### config.mk
export PLATFORM = sky130hd
export DESIGN_NAME = dmac_bus_arbiter_flat
export DESIGN_NICKNAME = d
export VERILOG_FILES = /design/src/rtl/dmac_bus_arbiter_if.sv /design/src/rtl/dmac_bus_arbiter.sv /design/src/flat_wrapper.sv
export SDC_FILE = /design/constraint.sdc
export NUM_CORES = 1
export LEC_CHECK = 0
export ABC_CLOCK_PERIOD_IN_PS = 2500
export CAP_MARGIN = 20
export CORE_MARGIN = 2
export CORE_UTILIZATION = 51
export CTS_CLUSTER_DIAMETER = 80
export DETAILED_ROUTE_END_ITERATION = 7
export GPL_ROUTABILITY_DRIVEN = 0
export HOLD_SLACK_MARGIN = 0.08
export PLACE_DENSITY_LB_ADDON = 0.15
export SYNTH_ARGS = -nofsm -noshare
export SYNTH_HDL_FRONTEND = slang
export SYNTH_SLANG_ARGS = --single-unit
### constraint.sdc
create_clock -name clk -period 2.5 [get_ports clk]
set_input_delay 0.5 -clock clk [delete_from_list [all_inputs] [get_ports clk]]
set_output_delay 0.5 -clock clk [all_outputs]
set_load 0.005 [all_outputs]
### src/rtl/dmac_bus_arbiter_if.sv
// -----------------------------------------------------------------------------
// dmac_bus_arbiter_if
// Bundle of request, bus-status and grant signals shared between the two bus
// masters (CPU, DMAC), the AHB-style bus and the arbiter.
//
// Signals
//   cpu_req      CPU master requests the bus
//   Bus_Req      DMAC requests the bus
//   MBurst_Size  DMAC burst length in beats (0 means 16)
//   HTrans       transfer type of the current address-phase owner
//   HReady       bus ready, transfer accepted when 1
//   HResp        slave response (01 = ERROR)
//   Bus_Grant    DMAC owns the address phase
//   cpu_grant    CPU owns the address phase
//   HMaster      address-phase owner (0 CPU, 1 DMAC)
//   HMasterD     data-phase owner, used to steer read data and responses
//   burst_active DMAC burst in progress
//
// Modports
//   master  arbiter view: samples requests and bus status, drives grants
//   slave   environment view: drives requests and bus status, sees grants
// -----------------------------------------------------------------------------
interface dmac_bus_arbiter_if;
    logic       cpu_req;
    logic       Bus_Req;
    logic [3:0] MBurst_Size;
    logic [1:0] HTrans;
    logic       HReady;
    logic [1:0] HResp;
    logic       Bus_Grant;
    logic       cpu_grant;
    logic       HMaster;
    logic       HMasterD;
    logic       burst_active;

    modport master (
        input  cpu_req, Bus_Req, MBurst_Size, HTrans, HReady, HResp,
        output Bus_Grant, cpu_grant, HMaster, HMasterD, burst_active
    );

    modport slave (
        output cpu_req, Bus_Req, MBurst_Size, HTrans, HReady, HResp,
        input  Bus_Grant, cpu_grant, HMaster, HMasterD, burst_active
    );
endinterface

### src/rtl/dmac_bus_arbiter.sv
// -----------------------------------------------------------------------------
// dmac_bus_arbiter
// Two-master bus arbiter between the CPU and the DMA controller. The CPU owns
// the bus by default; the DMAC takes it for whole bursts and a fairness
// counter guarantees the CPU a minimum number of accepted transfers after
// each DMA release before the DMAC may win again.
//
// Parameters
//   CPU_MIN_SLOT  CPU accepted beats guaranteed after a DMA release (1..15)
//
// Ports
//   clk  system clock, rising edge
//   rst  asynchronous, active-low reset
//   bus  dmac_bus_arbiter_if.master (requests, bus status, grants)
//
// Every output is a flop; nothing combinational reaches the ports.
// -----------------------------------------------------------------------------
module dmac_bus_arbiter #(
    parameter int unsigned CPU_MIN_SLOT = 1
) (
    input logic                clk,
    input logic                rst,
    dmac_bus_arbiter_if.master bus
);

    typedef enum logic {
        CPU_OWN = 1'b0,
        DMA_OWN = 1'b1
    } state_e;

    localparam logic [1:0] HTRANS_IDLE = 2'b00;
    localparam logic [1:0] HTRANS_BUSY = 2'b01;
    localparam logic [1:0] HTRANS_SEQ  = 2'b11;
    localparam logic [1:0] HRESP_ERROR = 2'b01;
    localparam logic [3:0] MIN_SLOT    = 4'(CPU_MIN_SLOT);

    state_e     state_q, state_d;
    logic [4:0] beat_cnt_q, beat_cnt_d;
    logic [3:0] fair_cnt_q, fair_cnt_d;
    logic       bus_grant_q, bus_grant_d;
    logic       cpu_grant_q, cpu_grant_d;
    logic       addr_owner_q, addr_owner_d;
    logic       data_owner_q, data_owner_d;
    logic       burst_active_q, burst_active_d;

    logic       accepted;
    logic       dma_release;
    logic [4:0] burst_len;

    // NONSEQ and SEQ are the only transfer types with HTrans[1] set.
    assign accepted  = bus.HReady && bus.HTrans[1];
    assign burst_len = (bus.MBurst_Size == 4'd0) ? 5'd16 : {1'b0, bus.MBurst_Size};

    always_comb begin
        // NOTE: every variable gets a default before any branch so that no
        // path leaves it unassigned and no latch is inferred.
        state_d     = state_q;
        beat_cnt_d  = beat_cnt_q;
        fair_cnt_d  = fair_cnt_q;
        dma_release = 1'b0;

        if (state_q == CPU_OWN) begin
            if (!bus.cpu_req) begin
                fair_cnt_d = 4'd0;
            end else if (accepted && fair_cnt_q != 4'd0) begin
                fair_cnt_d = fair_cnt_q - 4'd1;
            end

            // Hand over only on a ready cycle, with the fairness debt paid,
            // and never in the middle of a CPU burst (BUSY/SEQ).
            if (bus.Bus_Req && bus.HReady && fair_cnt_q == 4'd0 &&
                (!bus.cpu_req || bus.HTrans == HTRANS_IDLE) &&
                bus.HTrans != HTRANS_BUSY && bus.HTrans != HTRANS_SEQ) begin
                state_d    = DMA_OWN;
                beat_cnt_d = burst_len;
            end
        end else begin
            // Error response outranks everything, including a burst chain.
            if (bus.HReady && bus.HResp == HRESP_ERROR) begin
                dma_release = 1'b1;
            end else if (bus.HReady && !bus.Bus_Req && bus.HTrans == HTRANS_IDLE) begin
                dma_release = 1'b1;
            end else if (accepted) begin
                if (beat_cnt_q == 5'd1) begin
                    // Chain straight into another burst only if the CPU is idle.
                    if (bus.Bus_Req && !bus.cpu_req) begin
                        beat_cnt_d = burst_len;
                    end else begin
                        dma_release = 1'b1;
                    end
                end else if (beat_cnt_q != 5'd0) begin
                    beat_cnt_d = beat_cnt_q - 5'd1;
                end
            end

            if (dma_release) begin
                state_d    = CPU_OWN;
                beat_cnt_d = 5'd0;
                fair_cnt_d = bus.cpu_req ? MIN_SLOT : 4'd0;
            end
        end

        // Outputs are decoded from next state so the flops present them
        // exactly one cycle after the qualifying edge.
        bus_grant_d    = (state_d == DMA_OWN);
        cpu_grant_d    = (state_d == CPU_OWN);
        addr_owner_d   = (state_d == DMA_OWN);
        data_owner_d   = bus.HReady ? addr_owner_q : data_owner_q;
        burst_active_d = (beat_cnt_d != 5'd0);
    end

    // NOTE: sequential state uses non-blocking assignments so every flop
    // samples the pre-edge values regardless of statement order.
    always_ff @(posedge clk or negedge rst) begin
        if (!rst) begin
            state_q        <= CPU_OWN;
            beat_cnt_q     <= 5'd0;
            fair_cnt_q     <= 4'd0;
            bus_grant_q    <= 1'b0;
            cpu_grant_q    <= 1'b1;
            addr_owner_q   <= 1'b0;
            data_owner_q   <= 1'b0;
            burst_active_q <= 1'b0;
        end else begin
            state_q        <= state_d;
            beat_cnt_q     <= beat_cnt_d;
            fair_cnt_q     <= fair_cnt_d;
            bus_grant_q    <= bus_grant_d;
            cpu_grant_q    <= cpu_grant_d;
            addr_owner_q   <= addr_owner_d;
            data_owner_q   <= data_owner_d;
            burst_active_q <= burst_active_d;
        end
    end

    assign bus.Bus_Grant    = bus_grant_q;
    assign bus.cpu_grant    = cpu_grant_q;
    assign bus.HMaster      = addr_owner_q;
    assign bus.HMasterD     = data_owner_q;
    assign bus.burst_active = burst_active_q;

endmodule

### src/flat_wrapper.sv
// flat-port wrapper written by rule: the top's interface ports become plain ports
module dmac_bus_arbiter_flat 
#(
    parameter int unsigned CPU_MIN_SLOT = 1
)
  (clk, rst, bus_cpu_req, bus_Bus_Req, bus_MBurst_Size, bus_HTrans, bus_HReady, bus_HResp, bus_Bus_Grant, bus_cpu_grant, bus_HMaster, bus_HMasterD, bus_burst_active);
  dmac_bus_arbiter_if bus_i ();
  input logic clk;
  input logic rst;
  input wire logic [$bits(bus_i.cpu_req)-1:0] bus_cpu_req;
  input wire logic [$bits(bus_i.Bus_Req)-1:0] bus_Bus_Req;
  input wire logic [$bits(bus_i.MBurst_Size)-1:0] bus_MBurst_Size;
  input wire logic [$bits(bus_i.HTrans)-1:0] bus_HTrans;
  input wire logic [$bits(bus_i.HReady)-1:0] bus_HReady;
  input wire logic [$bits(bus_i.HResp)-1:0] bus_HResp;
  output wire logic [$bits(bus_i.Bus_Grant)-1:0] bus_Bus_Grant;
  output wire logic [$bits(bus_i.cpu_grant)-1:0] bus_cpu_grant;
  output wire logic [$bits(bus_i.HMaster)-1:0] bus_HMaster;
  output wire logic [$bits(bus_i.HMasterD)-1:0] bus_HMasterD;
  output wire logic [$bits(bus_i.burst_active)-1:0] bus_burst_active;
  assign bus_i.cpu_req = bus_cpu_req;
  assign bus_i.Bus_Req = bus_Bus_Req;
  assign bus_i.MBurst_Size = bus_MBurst_Size;
  assign bus_i.HTrans = bus_HTrans;
  assign bus_i.HReady = bus_HReady;
  assign bus_i.HResp = bus_HResp;
  assign bus_Bus_Grant = bus_i.Bus_Grant;
  assign bus_cpu_grant = bus_i.cpu_grant;
  assign bus_HMaster = bus_i.HMaster;
  assign bus_HMasterD = bus_i.HMasterD;
  assign bus_burst_active = bus_i.burst_active;
  dmac_bus_arbiter #(.CPU_MIN_SLOT(CPU_MIN_SLOT)) u_core (.clk(clk), .rst(rst), .bus(bus_i));
endmodule
==> results of run 1 <==
-- per-layer routing --
layer	vias to the layer above	part of all wire [%]	track usage, %
met5	-	0	0
met4	0	0.54	10.0
met3	2	6.1	5.25
met1	508	40	29.5
met2	42	53	44.7
li1	514	-	-
-- synth_stat cells, drive strengths merged --
cell	number
nor3b	1
or4	2
nand4	2
or3b	1
o32ai	1
inv	8
a311oi	1
dfstp	1
nor4b	2
or2	1
o211ai	1
o21ai	12
o22ai	1
nand3	2
a211oi	3
clkbuf	3
a21o	1
nor3	7
o41ai	1
nand2	10
nor4	4
mux2i	6
dfrtp	12
a22oi	2
nor2	10
nand4b	1
nor2b	4
a21oi	4
nand2b	2
or3	1
a221oi	3
o21bai	1
buf	3
a31oi	3
ha	4
a22o	1
mux2	1
-- where the power goes --
group	internal, mW	switching [mW]
combinational	0.376	0.430
clock	0.0621	0.0779
sequential	0.291	0.0641
total	0.729	0.572
-- cell families after synthesis --
kind of cell             share of synthesized area, %
flip-flops                                       32.2
buffers and inverters                            6.42
AND/OR/NAND/NOR                                  27.0
AO/OA/AOI/OAI                                    22.3
adder cells (fa/ha/maj)                          4.94
multiplexers                                     7.04
-- stage by stage --
stage	worst slack (ns)	instance area (µm²)	power, mW	hold slack [ns]	instances
5_1_grt	0.00386	1280	1.40	0.536	175
4_1_cts	0.123	1280	1.30	0.523	175
6_report	0.110	1280	1.30	0.516	175
3_5_place_dp	0.0610	1260	1.15	0.502	171
2_1_floorplan	0.256	1010	0.866	0.204	123
3_3_place_gp	0.0956	1260	1.13	0.503	171
-- state kept, by name, summed over array words and instances, names as in the netlist --
signal,flops
u_core.beat_cnt_q,5
u_core.bus.burst_active,1
u_core.bus.HMasterD,1
u_core.bus.cpu_grant,1
u_core.state_q,1
u_core.fair_cnt_q,4
-- cell type report --
cell class | count | area share (%)
multi-input combinational | 96 | 48.4
sequential | 13 | 25.4
timing repair buffer | 27 | 19.1
tap | 27 | 2.63
inverter | 8 | 2.34
clock buffer | 4 | 2.05
-- critical path: cells and delay by family, from the launching register on --
kind,cells,cell delay [ns]
and+or+nand+nor,4,1.10
AOI/OAI and AO/OA,2,0.40
DFF,1,0.39
adders and majority gates,1,0.23
buffers and inverters,1,0.13
-- final timing paths --
| check | startpoint | endpoint | slack, ns | depth (start not counted) |
|---|---|---|---|---|
| setup reg to reg | u_core.beat_cnt_q[1] | u_core.bus.burst_active | 0.11 | 8 |
| hold / removal | u_core.bus.HMasterD | u_core.bus.HMasterD | 0.52 | 1 |
| min in group asynchronous | rst | u_core.beat_cnt_q[0] | 0.58 | 1 |
| max in group asynchronous | rst | u_core.fair_cnt_q[3] | 1.53 | 1 |
| setup / recovery | u_core.beat_cnt_q[1] | u_core.bus.burst_active | 0.11 | 8 |
| hold reg to reg | u_core.bus.HMasterD | u_core.bus.HMasterD | 0.52 | 1 |
==> flow_metrics.env, run 1 <==
export IMPL_nets=166
export IMPL_areaGrowthSynthToFinish_pct=26.7
export IMPL_layout_min_cycle_time_ns=2.39
export IMPL_io_pins=18
export IMPL_crit_type="reg2reg"
export IMPL_route_detailed_drc=0
export IMPL_place_hpwl_um=2070
export IMPL_grt_pass1_wl_um=4600
export IMPL_cp_data_required_time_ns=2.66
export IMPL_critPathSlowestCell="or4_1"
export IMPL_setup_viol=0
export IMPL_synth_area_leaders="dfrtp_1 30%, mux2i_1 5.9%, ha_1 4.9%, o21ai_1 4.4%, nand2_1 3.7%"
export IMPL_nFillCells=170
export IMPL_yosys_warnings=0
export IMPL_fp_dieW_um=48.6
export IMPL_rsz0062_at_grt="no"
export IMPL_min_period_over_period_pct=95.6
export IMPL_fmax_ghz=0.418
export IMPL_wl_per_cell_um=15.8
export IMPL_overflow=0
export IMPL_coreArea_um2=1920
export IMPL_cpPeakStageDelay_ns=0.48
export IMPL_yosysTopAreaCell="dfrtp_1"
export IMPL_cts_buffers=3
export IMPL_cts_resized=0
export IMPL_start_util_pct=52.7
export IMPL_ys_seq_area_share_pct=32.2
export IMPL_syn_area_um2=1010
export IMPL_cp_max_fo=4
export IMPL_synthesis_nets=140
export IMPL_maxSlewHeadroom_pct=60.1
export IMPL_fin_util_pct=66.8
export IMPL_p_leak_nw=0.543
export IMPL_syn_area_per_cell_um2=8.24
export IMPL_grt_max_degree=14
export IMPL_min_path_type="reg2reg"
export IMPL_die_area_um2=2360
export IMPL_layout_commonest_cell="clkdlybuf4s50_1"
export IMPL_finClkSkew_ns=0.00214
export IMPL_drive_above_1_share_pct=12.8
export IMPL_slew_violations=0
export IMPL_yosys_area_top_type_share_pct=29.6
export IMPL_powerDensity_nw_per_um2=1010
export IMPL_ir_drop_uv=648
export IMPL_ant_nets=0
export IMPL_syn_inst=123
export IMPL_post_cts_buffers=0
export IMPL_portBuffers=17
export IMPL_timing_final_hold_violations=0
export IMPL_start_kind="register"
export IMPL_insertion_delay_ns=0.29
export IMPL_cp_data_arrival_time_ns=2.55
export IMPL_worst_setup_path_end_kind="register"
export IMPL_hold_buffers=0
export IMPL_layout_common_cells="17 x clkdlybuf4s50_1, 12 x dfrtp_1, 10 x nand2_1, 10 x nor2_1, 10 x buf_4"
export IMPL_tightest_slew_ns=0.597
export IMPL_seq_area_um2=327
export IMPL_vias=1066
export IMPL_drt_first_pass_iters=4
export IMPL_grt_pass1_vias=1052
export IMPL_die_h_um=48.6
export IMPL_synth_seq_cells=13
export IMPL_routed_wl_um=2760
export IMPL_tns_ns=0
export IMPL_path_cells="inv_1 -> ha_1 -> or3b_4 -> or4_1 -> a311oi_1 -> a211oi_1 -> nor2_1 -> nand4_1"
export IMPL_grt_use_total_pct=25.1
export IMPL_drt_iter0_drc=53
export IMPL_antenna_found_initial=0
export IMPL_drt_vias_per_instance=6.09
export IMPL_multi_input_area_um2=622
export IMPL_root_buffer="clkbuf_4"
export IMPL_synth_cell_types=42
export IMPL_status="finished clean"
export IMPL_n_antenna_cell=0
export IMPL_path_clk_slew_ns=0.09
export IMPL_cts_tree="yes"
export IMPL_cts_sinks=13
export IMPL_maxCapViolations=0
export IMPL_htree_num_levels=1
export IMPL_clock_tree_buffer_depth=2
export IMPL_rows=16
Note: power is estimated with default switching activity, not from simulation.
==> run 2: changes to the inputs <==
- GPL_TIMING_DRIVEN: not set -> 0
==> flow_metrics.env, run 2 (synthesis results as in run 1) <==
export IMPL_p_switching_mw=0.560
export IMPL_worst_setup_path_end_kind="register"
export IMPL_reg_largest_list="u_core.beat_cnt_q x5, u_core.fair_cnt_q x4"
export IMPL_routed_wl_um=2510
export IMPL_htree_num_levels=1
export IMPL_grt_max_degree=14
export IMPL_cp_data_required_time_ns=2.64
export IMPL_layout_commonest_cell="clkdlybuf4s50_1"
export IMPL_p_int_mw=0.705
export IMPL_p_clk_share_pct=10.6
export IMPL_path_cells="ha_4 -> or3b_4 -> or4_1 -> a31oi_1 -> o32ai_1 -> nor2_1 -> nand4_1"
export IMPL_largest_reg_flops=5
export IMPL_ant_nets=0
export IMPL_nFillCells=173
export IMPL_rsz0062_at_grt="no"
export IMPL_fp_dieW_um=48.6
export IMPL_ir_drop_uv=508
export IMPL_timing_final_hold_violations=0
export IMPL_layout_common_cells="17 x clkdlybuf4s50_1, 12 x dfrtp_1, 10 x nand2_1, 10 x nor2_1, 8 x o21ai_1"
export IMPL_cp_data_arrival_time_ns=2.52
export IMPL_p_leak_nw=0.527
export IMPL_start_kind="register"
export IMPL_antenna_found_initial=0
export IMPL_status="finished clean"
export IMPL_grt_use_total_pct=23.8
export IMPL_crit_type="reg2reg"
export IMPL_powerDensity_nw_per_um2=987
export IMPL_drt_iter0_drc=52
export IMPL_p_seq_share_pct=29.1
export IMPL_areaGrowthSynthToFinish_pct=26.5
export IMPL_fin_ws_ns=0.121
export IMPL_coreArea_um2=1920
export IMPL_place_hpwl_um=1880
export IMPL_n_antenna_cell=0
export IMPL_critPathSlowestCell="dfrtp_1"
export IMPL_ff2ff_setup_slack_ns=0.12
export IMPL_finClkSkew_ns=0.00412
export IMPL_cts_sinks=13
export IMPL_vias=1068
export IMPL_grt_pass1_vias=998
export IMPL_overflow=0
export IMPL_place_ws_ns=-0.0695
export IMPL_io_pins=18
export IMPL_switching_share_pct=44.3
export IMPL_cts_tree="yes"
export IMPL_maxSlewHeadroom_pct=61.9
export IMPL_regMostFlops="u_core.beat_cnt_q"
export IMPL_die_area_um2=2360
export IMPL_drive_above_1_share_pct=13.0
export IMPL_slew_violations=0
export IMPL_setup_viol=0
export IMPL_cpPeakStageDelay_ns=0.53
export IMPL_min_period_over_period_pct=95.2
export IMPL_grt_pass1_wl_um=4460
export IMPL_insertion_delay_ns=0.28
export IMPL_route_detailed_drc=0
export IMPL_crit_family="simple AND/OR/NAND/NOR gates"
export IMPL_critPathBufInv=0
export IMPL_nets=164
export IMPL_drt_vias_per_instance=6.17
export IMPL_clock_tree_buffer_depth=2
export IMPL_rows=16
export IMPL_pwr_share_comb_pct=60.3
export IMPL_min_path_type="reg2reg"
export IMPL_die_h_um=48.6
export IMPL_cts_buffers=3
export IMPL_wl_per_cell_um=14.5
export IMPL_tns_ns=0
export IMPL_maxCapViolations=0
export IMPL_layout_min_cycle_time_ns=2.38
export IMPL_drt_first_pass_iters=4
export IMPL_portBuffers=17
export IMPL_tightest_slew_ns=0.570
export IMPL_fmax_ghz=0.420
export IMPL_path_clk_slew_ns=0.09
export IMPL_start_util_pct=52.7
export IMPL_cp_max_fo=7
export IMPL_root_buffer="clkbuf_4"
run 2: cell type report:
cell class / count / area [µm²] / area share, %
plain buffers: 6 / 35.0 / 2.73
clock buffers: 3 / 22.5 / 1.76
clock inverters: 1 / 5.00 / 0.390
inverters: 8 / 30.0 / 2.34
multi-input cells: 96 / 644 / 50.2
flip-flops and latches: 13 / 327 / 25.5
well taps: 27 / 33.8 / 2.63
repair buffers: 19 / 185 / 14.4
run 2: path summary, 6_finish.rpt:
| kind | depth (start not counted) | end | from |
|---|---|---|---|
| min | 1 | u_core.bus.HMasterD | u_core.bus.HMasterD |
| min in group asynchronous | 1 | u_core.state_q | rst |
| min reg2reg | 1 | u_core.bus.HMasterD | u_core.bus.HMasterD |
| max reg2reg | 7 | u_core.bus.burst_active | u_core.beat_cnt_q[0] |
| max in group asynchronous | 1 | u_core.beat_cnt_q[0] | rst |
| max | 7 | u_core.bus.burst_active | u_core.beat_cnt_q[0] |
run 2: what timing repair did:
| action | 4_1_cts | 5_1_grt |
|---|---|---|
| gates resized for setup | 2 | 3 |
| setup endpoints to repair | 1 | 1 |
| hold endpoints to repair | 0 | 0 |
| hold buffers | 0 | 0 |
| pin swaps | 0 | 1 |
| setup buffers | 0 | 2 |
run 2: power groups by stage:
stage	clock network (mW)	logic (mW)	registers [mW]
2_1_floorplan	0	0.517	0.349
3_3_place_gp	0	0.709	0.362
3_5_place_dp	0	0.720	0.367
4_1_cts	0.136	0.733	0.363
5_1_grt	0.147	0.851	0.377
6_report	0.134	0.763	0.368
run 2: through the flow:
stage	util, %	hold WS (ns)	instance area, µm²	instances	power, mW
final	66.7	0.515	1280	173	1.27
after global placement	63.3	0.494	1220	167	1.07
after floorplan	-	0.204	1010	123	0.866
after CTS	65.1	0.521	1250	171	1.23
after global routing	66.7	0.536	1280	173	1.37
after detailed placement	63.3	0.503	1220	167	1.09
run 2: routing by layer:
layer  up-vias  track usage (%)  routed length [µm]
met5         -                0                   0
met4         0             7.14                  40
met3        10             5.25                 142
met2        39             41.0                1260
met1       503             29.7                1060
li1        516                -                   -
